## src/rtl/muldiv_unit.sv

```systemverilog
// rtl/muldiv_unit.sv - bit-serial 8x8 multiply / 16/8 restoring divide engine (option: MULDIV_INSTANT_EN)
module muldiv_unit #(
   parameter int MUL_STEPS = 8,
   parameter int DIV_STEPS = 16
) (
   input  logic        clk,
   input  logic        reset_n,
   input  logic        cpu_en,
   input  logic [7:0]  mpya,
   input  logic        mpyb_write,
   input  logic [7:0]  mpyb_wdata,
   input  logic [15:0] dividend,
   input  logic        divb_write,
   input  logic [7:0]  divb_wdata,
   output logic [15:0] rddiv,
   output logic [15:0] rdmpy,
   output logic        busy
);

   typedef enum logic [1:0] {
      IDLE = 2'd0,
      MUL  = 2'd1,
      DIV  = 2'd2
   } state_t;

   state_t      state_q, state_d;
   logic [4:0]  count_q, count_d;
   logic [7:0]  a_sh_q, a_sh_d;
   logic [15:0] b_sh_q, b_sh_d;
   // Remainder is kept 16 bits wide so that a zero divisor returns the whole dividend.
   logic [15:0] rem_q, rem_d;
   logic [15:0] quo_q, quo_d;
   logic [7:0]  dvs_q, dvs_d;
   logic [15:0] rddiv_q, rddiv_d;
   logic [15:0] rdmpy_q, rdmpy_d;

   logic        start_mul;
   logic        start_div;
   logic [16:0] rem_shift;
   logic [16:0] rem_sub;
   logic        rem_ge;

   // Multiply trigger has priority when both trigger writes land on the same enabled edge.
   assign start_mul = cpu_en & mpyb_write;
   assign start_div = cpu_en & divb_write & ~mpyb_write;

   // One restoring-divide step: shift remainder:quotient left, trial-subtract the divisor.
   assign rem_shift = {rem_q, quo_q[15]};
   assign rem_sub   = rem_shift - {9'd0, dvs_q};
   assign rem_ge    = (rem_shift >= {9'd0, dvs_q});

   // Next-state and datapath update; starts abort any running operation.
   always_comb begin
      state_d = state_q;
      count_d = count_q;
      a_sh_d  = a_sh_q;
      b_sh_d  = b_sh_q;
      rem_d   = rem_q;
      quo_d   = quo_q;
      dvs_d   = dvs_q;
      rddiv_d = rddiv_q;
      rdmpy_d = rdmpy_q;

      if (start_mul) begin
`ifdef MULDIV_INSTANT_EN
         rddiv_d = {8'h00, mpyb_wdata};
         rdmpy_d = {8'h00, mpya} * {8'h00, mpyb_wdata};
         state_d = IDLE;
         count_d = 5'd0;
`else
         rddiv_d = {8'h00, mpyb_wdata};
         rdmpy_d = 16'h0000;
         a_sh_d  = mpya;
         b_sh_d  = {8'h00, mpyb_wdata};
         count_d = 5'd0;
         state_d = MUL;
`endif
      end else if (start_div) begin
`ifdef MULDIV_INSTANT_EN
         if (divb_wdata == 8'h00) begin
            rddiv_d = 16'hFFFF;
            rdmpy_d = dividend;
         end else begin
            rddiv_d = dividend / {8'h00, divb_wdata};
            rdmpy_d = dividend % {8'h00, divb_wdata};
         end
         state_d = IDLE;
         count_d = 5'd0;
`else
         rem_d   = 16'h0000;
         quo_d   = dividend;
         dvs_d   = divb_wdata;
         count_d = 5'd0;
         state_d = DIV;
`endif
      end else if (cpu_en) begin
         case (state_q)
            MUL: begin
               if (a_sh_q[0]) begin
                  rdmpy_d = rdmpy_q + b_sh_q;
               end
               a_sh_d  = {1'b0, a_sh_q[7:1]};
               b_sh_d  = {b_sh_q[14:0], 1'b0};
               count_d = count_q + 5'd1;
               if (count_q == 5'(MUL_STEPS - 1)) begin
                  state_d = IDLE;
               end
            end
            DIV: begin
               quo_d   = {quo_q[14:0], rem_ge};
               rem_d   = rem_ge ? rem_sub[15:0] : rem_shift[15:0];
               count_d = count_q + 5'd1;
               if (count_q == 5'(DIV_STEPS - 1)) begin
                  rddiv_d = {quo_q[14:0], rem_ge};
                  rdmpy_d = rem_ge ? rem_sub[15:0] : rem_shift[15:0];
                  state_d = IDLE;
               end
            end
            default: begin
               state_d = IDLE;
            end
         endcase
      end
   end

   // State and datapath registers, cleared immediately by reset.
   always_ff @(posedge clk or negedge reset_n) begin
      if (!reset_n) begin
         state_q <= IDLE;
         count_q <= 5'd0;
         a_sh_q  <= 8'h00;
         b_sh_q  <= 16'h0000;
         rem_q   <= 16'h0000;
         quo_q   <= 16'h0000;
         dvs_q   <= 8'h00;
         rddiv_q <= 16'h0000;
         rdmpy_q <= 16'h0000;
      end else begin
         state_q <= state_d;
         count_q <= count_d;
         a_sh_q  <= a_sh_d;
         b_sh_q  <= b_sh_d;
         rem_q   <= rem_d;
         quo_q   <= quo_d;
         dvs_q   <= dvs_d;
         rddiv_q <= rddiv_d;
         rdmpy_q <= rdmpy_d;
      end
   end

   assign rddiv = rddiv_q;
   assign rdmpy = rdmpy_q;
   assign busy  = (state_q != IDLE);

endmodule

```

## config.mk

```make
export PLATFORM = sky130hd
export DESIGN_NAME = muldiv_unit
export DESIGN_NICKNAME = d
export VERILOG_FILES = /design/src/rtl/muldiv_unit.sv
export SDC_FILE = /design/constraint.sdc
export NUM_CORES = 1
export LEC_CHECK = 0
export ABC_AREA = 0
export CELL_PAD_IN_SITES_DETAIL_PLACEMENT = 2
export CELL_PAD_IN_SITES_GLOBAL_PLACEMENT = 2
export CORE_MARGIN = 2
export CORE_UTILIZATION = 31
export DETAILED_ROUTE_END_ITERATION = 12
export GPL_ROUTABILITY_DRIVEN = 0
export HOLD_SLACK_MARGIN = 0.02
export PLACE_DENSITY_LB_ADDON = 0.1
export SKIP_LAST_GASP = 1
export SYNTH_ARGS = -nofsm -noshare
export SYNTH_HDL_FRONTEND = slang
export SYNTH_SLANG_ARGS = --single-unit
```

## constraint.sdc

```tcl
create_clock -name clk -period 2.2 [get_ports clk]
set_input_delay 0.66 -clock clk [delete_from_list [all_inputs] [get_ports clk]]
set_output_delay 0.66 -clock clk [all_outputs]
set_load 0.01 [all_outputs]
```

# Word-level counts from Yosys, hierarchy flattened

Cells that the tools add are included.

$lt $le $gt $ge: 1
Reduce and logical (&&, ||, !) cells: 18
Equal/unequal tests: 9
Multiplexer cells: 36
Add/subtract/negate cells: 3
Bitwise operators: 5

Operators by type and width:

| operator                                            | number |
|---|---|
| 2-to-1 mux 16 bit                                   | 21 |
| 2-to-1 mux 8 bit                                    | 4 |
| one-hot mux 16 bit (2 select lines)                 | 1 |
| 2-to-1 mux 5 bit                                    | 4 |
| >= comparator 17 x 8 -> 1 bit                       | 1 |
| adder 16 bit                                        | 1 |
| subtractor 16 x 8 -> 16 bit                         | 1 |
| nonzero test 2 bit                                  | 7 |
| 2-to-1 mux 2 bit                                    | 5 |
| AND reduction 3 bit                                 | 3 |
| nonzero test 3 bit                                  | 3 |
| != test 4 bit, second input constant                | 2 |
| != test 3 bit, second input constant                | 2 |
| adder 5 x 1 -> 5 bit, second input constant         | 1 |
| equality test 5 x 3 -> 1 bit, second input constant | 1 |
| equality test 5 x 4 -> 1 bit, second input constant | 1 |
| AND reduction 5 bit                                 | 1 |
| one-hot mux 2 bit (2 select lines)                  | 1 |
| AND reduction 2 bit                                 | 2 |
| AND reduction 4 bit                                 | 1 |
| AND 1 bit                                           | 3 |
| equality test 2 x 1 -> 1 bit, second input constant | 1 |
| equality test 2 bit, second input constant          | 1 |
| != test 2 bit, second input constant                | 1 |
| 2 further kinds                                     | 3 |

Output and inout bits: 33
Register bits: 103
Input bits: 45
Word-level logic and storage cells: 81

# Depth between registers and ports, before layout

Gate-level depths: netlist of run 1.

Depth after elaboration: 7
Gate-level depth with buffers: 10
Depth with buffers taken out: 10

# Worst setup path after synthesis of run 1

Ideal clock, no wire load.

Path type: register to register
Start point: register rdmpy_q[0], in the netlist rdmpy[0]
End point: register rdmpy_q[12], in the netlist rdmpy[12]
Period minus slack after synthesis: 2457 ps
Setup slack: -257 ps
Setup time: 138 ps
Buffers on the path: 0
Data arrival time: 2319 ps
Stages on the path, launching flop included: 9
Required time: 2062 ps
Path through: dfrtp_1 -> ha_1 -> fa_1 -> a21o_1 -> a221oi_1 -> a21oi_1 -> a211oi_1 -> xor2_1 -> o221ai_1

Longest elaborated chain between the ends: 6

RTL lines:

| element                             | line | text |
|---|---|---|
| start: declaration                  | 35   | `logic [15:0] rdmpy_q, rdmpy_d;` |
| start signal: assignment            | 147  | `rdmpy_q <= rdmpy_d;` |
| adder 16 bit                        | 100  | `rdmpy_d = rdmpy_q + b_sh_q;` |
| 2-to-1 mux 16 bit                   | 99   | `if (a_sh_q[0]) begin` |
| one-hot mux 16 bit (2 select lines) | 97   | `case (state_q)` |
| 2-to-1 mux 16 bit                   | 96   | `end else if (cpu_en) begin` |
| 2-to-1 mux 16 bit                   | 78   | `end else if (start_div) begin` |
| 2-to-1 mux 16 bit                   | 64   | `if (start_mul) begin` |

No other way between the ends. The select of a mux whose other input is x is not followed.
A chain may end at the register's enable or synchronous reset.

# Worst setup path after layout of run 1

Start point: register rem_q[3]
End point: register rdmpy_q[1], in the netlist rdmpy[1]

Longest elaborated chain between the ends: 7

RTL lines:

| element                             | line | text |
|---|---|---|
| start: declaration                  | 31   | `logic [15:0] rem_q, rem_d;` |
| start signal: assignment            | 143  | `rem_q <= rem_d;` |
| >= comparator 17 x 8 -> 1 bit       | 50   | `assign rem_ge = (rem_shift >= {9'd0, dvs_q});` |
| 2-to-1 mux 16 bit                   | 115  | `rdmpy_d = rem_ge ? rem_sub[15:0] : rem_shift[15:0];` |
| 2-to-1 mux 16 bit                   | 113  | `if (count_q == 5'(DIV_STEPS - 1)) begin` |
| one-hot mux 16 bit (2 select lines) | 97   |  |
| 2-to-1 mux 16 bit                   | 96   |  |
| 2-to-1 mux 16 bit                   | 78   |  |
| 2-to-1 mux 16 bit                   | 64   |  |

No other way between the ends. The select of a mux whose other input is x is not followed.

==> impl_metrics.tcl, run 1 <==
set metrics [dict create \
    status "finished with violations" \
    failed_checks "setup timing" \
    ios 78 \
    syn_nets 746 \
    rr_startpoint "rem_q[3]" \
    path_buf_inv 3 \
    die_w_um 142.4 \
    grt_pass1_vias 7098 \
    die_area_sq_um 20280 \
    fill_cells 1946 \
    grt_max_degree 47 \
    rows 50 \
    arrival_ns 2.73 \
    routed_wl_mm 27.66 \
    tns_ns -4.526 \
    core-area_sq_um 18770 \
    slew_violations 0 \
    drc 0 \
    numClockSinks 103 \
    cellPowerDensity_nw_per_um2 855.9 \
    crit_path_max_fanout 5 \
    final_common_cell "buf_4" \
    cp_common_cell "buf_4" \
    htree_levels 3 \
    finalCriticalPeriod_ns 2.452 \
    syn_inst 671 \
    worstPathRequired_ns 2.48 \
    clock_path_buffers 2 \
    cts_made_buffers 9 \
    leakage_uw 0.004122 \
    synth_area_sq_um 5938 \
    cts_tree "done" \
    crit_type "reg -> reg" \
    antennaDiodeCount 0 \
    synth_seq_cells 103 \
    layout.nets 948 \
    ys_types 59 \
    viasPerCell 5.574 \
    ctsHoldBuffers 0 \
    grt_pass1_wl_mm 39.58 \
    clk_pin_slew_ns 0.09 \
    period_share_pct 111.4 \
    wire_per_inst_um 24.87 \
    critPathTopFamily "compound AO/OA/AOI/OAI gates" \
    antenna_found_initial 0 \
    synth_flop_cell "dfrtp_1" \
    drive_above_1_share_pct 31.09 \
    final_area_sq_um 9170 \
    chipHeight_um 142.4 \
    ys_seq_area_share_pct 43.40 \
    critPathLaunchType "flop" \
    vias 6198 \
    vdd_drop_max_mv 0.4000 \
    insertion_delay_ns 0.37 \
    placed_area_sq_um 7904 \
    cp-end-kind "flop" \
    worst_pin_slew_ns 0.5035 \
    cpPeakStageDelay_ns 0.44 \
    dr.pass1.iters 4 \
    met2_wirelength_mm 14.56 \
    worstHoldPathType "in -> async" \
    area_growth_pct 54.42 \
    crit_path_start "rem_q[3]" \
    hold_viol 0 \
    synth_edf_count 0 \
    power.total_uw 7848 \
    synthArstFlopShare_pct 100.0 \
    portBuffers 77 \
    yosysWarnings 0 \
    overflow 0 \
    relSlewSlack_pct 66.19 \
    met1_length_mm 11.18 \
    fin_ws_ns -0.2515 \
    grt_util_all_layers_pct 25.56 \
    synth.avg_cell_area_sq_um 8.850 \
    rsz0062_at_grt "yes" \
    hpwl_mm 16.44 \
    cts-root-buf "clkbuf_16" \
    drtIter0Drc 177 \
    cp_cell_sequence "ha_4 -> buf_4 -> a21oi_2 -> nand2_2 -> buf_4 -> o21ai_4 -> nand2b_4 -> buf_12 -> o211a_4 -> o31ai_4" \
    finClkSkew_ns 0.01202 \
    maxCapViolCount 0 \
    top_layer "met4" \
    wl_met3_um 801 \
    crit_slowest_cell "dfrtp_1" \
    layout_common_cells "buf_4 (123), nand2_1 (110), dfrtp_1 (103)" \
    setup_violations 31 \
    fmax_mhz 407.9 \
    antenna_left 0 \
    start_util_pct 31.64 \
]
## through the flow
step / worst slack, ns / hold slack [ns] / std cells / util, %
final: -0.2515 / 0.1817 / 1112 / 48.86
after global routing: -0.3182 / 0.1893 / 1112 / 48.86
after CTS: -0.1552 / 0.1863 / 1100 / 46.79
after global placement: -0.3653 / 0.4675 / 1062 / 42.11
after detailed placement: -0.5130 / 0.4763 / 1062 / 42.11
after floorplan: 0.004103 / 0.3644 / 671 / -
## synth_stat cells (all sizes together) (2+ instances only)
master   count  area share (%)
nand2      114             7.2
a22oi        8             1.0
o31ai        2            0.25
fa           2            0.67
nor2b        7            0.74
or2          2            0.21
a21oi       50             4.2
o211ai       8             1.0
a32o         3            0.51
buf          6            0.67
mux2         2            0.38
inv         28             1.8
a211oi       4            0.51
xnor2       13             1.9
nand2b      12             1.4
o21ai       95             8.1
nand4bb      2            0.38
nor3         7            0.67
dfrtp      103              43
clkbuf      30             1.9
nor4         2            0.21
o221ai       3            0.44
o2111ai      7             1.1
a211o        2            0.30
and2         2            0.21
a21o         6            0.76
o211a        2            0.34
mux2i       15             2.5
xor2         9             1.3
and3        13             1.4
nand3        9            0.76
a31oi        5            0.53
o22ai       29             3.1
nor2        20             1.3
o21a         8             1.0
ha          28             5.9
## cells by family after synthesis
family	after synthesis	synth area share, %
muxes	17	2.908
xor gates and xnor gates	22	3.245
DFF	103	43.40
AOI/OAI and AO/OA	238	24.04
buffers and inverters	64	4.341
adders and majority gates	30	6.574
and+or+nand+nor	197	15.49
## power breakdown
| part | total, uW | internal (uW) | switching (uW) | leakage (uW) |
|---|---|---|---|---|
| logic | 3540 | 1680 | 1860 | 0.00260 |
| clock network | 1900 | 1030 | 875 | 0.000164 |
| registers | 2400 | 2150 | 250 | 0.00135 |
## final timing paths
path | end | slack, ns | cells past startpoint
max | rdmpy[1] | -0.25 | 10
min | rem_q[12] | 0.18 | 1
max reg2reg | rdmpy[1] | -0.25 | 10
min reg2reg | rddiv[9] | 0.49 | 2
max in group asynchronous | b_sh_q[2] | 1.45 | 2
min in group clk | rddiv[9] | 0.49 | 2
## final cells by class
cell class                      instances  area [sq um]  share of cell area (%)
Clock buffer                            9         225.2                   2.456
Multi-Input combinational cell        505          3755                   40.95
Clock inverter                          7         108.9                   1.187
Inverter                               28         105.1                   1.146
Timing Repair Buffer                  226          2106                   22.96
Sequential cell                       103          2577                   28.11
Tap cell                              234         292.8                   3.193
## state kept, by name (all words and copies together) (netlist names)
register  count
dvs_q         8
rdmpy        16
b_sh_q       16
a_sh_q        8
quo_q        16
count_q       5
rddiv        16
rem_q        16
state_q       2
## per-layer routing
metal / vias to the layer above / track usage [%]
li1: 2817 / -
met1: 3153 / 29.40
met2: 159 / 47.42
met3: 69 / 3.634
met4: 0 / 10.53
met5: - / 0
## what timing repair did
| action | CTS | global route |
|---|---|---|
| setup endpoints to repair | 35 | 40 |
| cloned | 1 | 1 |
| buffers inserted | 22 | 13 |
| resized for setup | 89 | 59 |
| pin swaps | 36 | 29 |
Power figures use the tool's default switching activity.
==> inputs of run 2 (changes only) <==
--- a/config.mk
+++ b/config.mk
@@ -9,7 +9,10 @@
 export CELL_PAD_IN_SITES_DETAIL_PLACEMENT = 2
 export CELL_PAD_IN_SITES_GLOBAL_PLACEMENT = 2
 export CORE_MARGIN = 2
-export CORE_UTILIZATION = 31
+export CORE_UTILIZATION = 32
+export CTS_BUF_LIST = sky130_fd_sc_hd__clkbuf_8
+export CTS_CLUSTER_DIAMETER = 100
+export CTS_CLUSTER_SIZE = 20
 export DETAILED_ROUTE_END_ITERATION = 12
 export GPL_ROUTABILITY_DRIVEN = 0
 export HOLD_SLACK_MARGIN = 0.02
==> impl_metrics.tcl, run 2 (synthesis results as in run 1) <==
set metrics [dict create \
    layout.nets 936 \
    intPower_uw 4243 \
    clk_pin_slew_ns 0.12 \
    top_layer "met4" \
    grt_util_all_layers_pct 23.99 \
    rr_startpoint "rem_q[0]" \
    cellPowerDensity_nw_per_um2 802.3 \
    vdd_drop_max_mv 0.3923 \
    overflow 0 \
    clock_path_buffers 2 \
    relSlewSlack_pct 66.58 \
    grt_pass1_vias 6772 \
    dr.pass1.iters 4 \
    chipHeight_um 140.2 \
    crit_type "reg -> reg" \
    core-area_sq_um 18090 \
    fin_ws_ns -0.2843 \
    slew_violations 0 \
    die_w_um 140.2 \
    antennaDiodeCount 0 \
    leakage_uw 0.003942 \
    maxCapViolCount 0 \
    viasPerCell 5.501 \
    setup_violations 27 \
    wire_per_inst_um 23.10 \
    critPathLaunchType "flop" \
    arrival_ns 2.77 \
    cts_made_buffers 9 \
    hold_viol 0 \
    fmax_mhz 402.5 \
    finalCriticalPeriod_ns 2.484 \
    status "finished with violations" \
    ctsHoldBuffers 0 \
    rows 49 \
    antenna_found_initial 0 \
    portBuffers 77 \
    hpwl_mm 16.81 \
    finClkSkew_ns 0.02252 \
    rrSetupSlack_ns -0.28 \
    wl_met3_um 516 \
    htree_levels 3 \
    reg2reg_to "rdmpy[14]" \
    final_common_cell "buf_4" \
    worstHoldPathType "in -> async" \
    routed_wl_mm 25.30 \
    die_area_sq_um 19660 \
    met2_wirelength_mm 13.53 \
    rsz0062_at_grt "yes" \
    layout.cells.non_filler 1095 \
    grt_max_degree 47 \
    insertion_delay_ns 0.42 \
    vias 6024 \
    cts-root-buf "clkbuf_8" \
    numClockSinks 103 \
    worstPathRequired_ns 2.48 \
    cts_tree "done" \
    p_comb_share_pct 46.2 \
    pwr-share-clk_pct 19.6 \
    post-place-cells 1061 \
    layout_common_cells "buf_4 (123), nand2_1 (110), dfrtp_1 (103)" \
    reg2reg_depth 9 \
    seq_power_share_pct 34.1 \
    drtIter0Drc 248 \
    swShare_pct 39.57 \
    preCtsSetupSlack_ns -0.3554 \
    worst_pin_slew_ns 0.4958 \
    cp-end-kind "flop" \
    grt_pass1_wl_mm 37.14 \
    antenna_left 0 \
    drive_above_1_share_pct 28.41 \
    crit_path_max_fanout 4 \
    start_util_pct 32.83 \
    drc 0 \
    ios 78 \
    area_growth_pct 47.37 \
    switchingPower_uw 2778 \
    met1_length_mm 10.54 \
    failed_checks "setup timing" \
    period_share_pct 112.9 \
]
==> run 2: what timing repair did <==
item / CTS / global route
pin swaps: 23 / 30
endpoints found under the setup margin: 36 / 34
buffers inserted: 13 / 6
gates resized for setup: 67 / 49
cloned: 0 / 1
==> run 2: cell type report <==
type	count	area, sq um
inverters	28	105.1
clock inverters	7	86.33
clock buffers	9	123.9
well taps	229	286.5
fillers	1906	9335
repair buffers	214	1929
multi-input cells	505	3642
flip-flops and latches	103	2577
==> run 2: worst max-delay path by stage <==
stage / depth (start not counted) / slack [ns] / start / end
4_1_cts: 8 / -0.13 / rem_q[0] / rdmpy[10]
6_report: 9 / -0.28 / rem_q[0] / rdmpy[14]
5_1_grt: 9 / -0.39 / rem_q[0] / rdmpy[14]
3_5_place_dp: 6 / -0.36 / cpu_en / rdmpy[15]
3_3_place_gp: 6 / -0.30 / cpu_en / rdmpy[15]
2_1_floorplan: 7 / 0.004 / divb_write / rdmpy[13]
==> run 2: critical path: stages (launching register included) <==
cell and delay [ns]:
dfrtp_1 0.44, buf_4 0.17, fa_2 0.41, a21oi_2 0.16
buf_6 0.14, o211ai_1 0.15, a211oi_2 0.30, o21ai_1 0.13
xor2_1 0.32, o211ai_1 0.15
==> run 2: stage by stage <==
step	hold slack (ns)	utilization [%]	TNS (ns)	cell area (sq um)	total power (uW)
2_1_floorplan	0.3644	-	0	5982	3630
3_3_place_gp	0.4661	43.69	-5.648	7903	4809
3_5_place_dp	0.4789	43.69	-13.49	7903	4965
4_1_cts	0.2051	46.63	-1.079	8433	6618
5_1_grt	0.2227	48.38	-5.870	8751	7378
6_report	0.1864	48.38	-3.016	8751	7021
==> run 2: power groups by stage <==
| stage | Sequential [uW] | Combinational (uW) | Clock [uW] |
|---|---|---|---|
| after floorplan | 2380 | 1250 | 0 |
| after global placement | 2390 | 2420 | 0 |
| after detailed placement | 2410 | 2560 | 0 |
| after CTS | 2380 | 2830 | 1400 |
| after global routing | 2430 | 3470 | 1470 |
| final | 2400 | 3250 | 1380 |
==> run 2: routing by layer <==
layer  track usage (%)  vias up
met3             2.769       38
met5                 0        -
met2             43.01       88
met4             9.463        0
li1                  -     2782
met1             29.47     3116
==> inputs of run 3 (changes only) <==
--- a/config.mk
+++ b/config.mk
@@ -5,7 +5,6 @@
 export SDC_FILE = /design/constraint.sdc
 export NUM_CORES = 1
 export LEC_CHECK = 0
-export ABC_AREA = 0
 export CELL_PAD_IN_SITES_DETAIL_PLACEMENT = 2
 export CELL_PAD_IN_SITES_GLOBAL_PLACEMENT = 2
 export CORE_MARGIN = 2
==> results of run 3 <==
The final DEF is identical to that of run 2; final timing and power are the same.
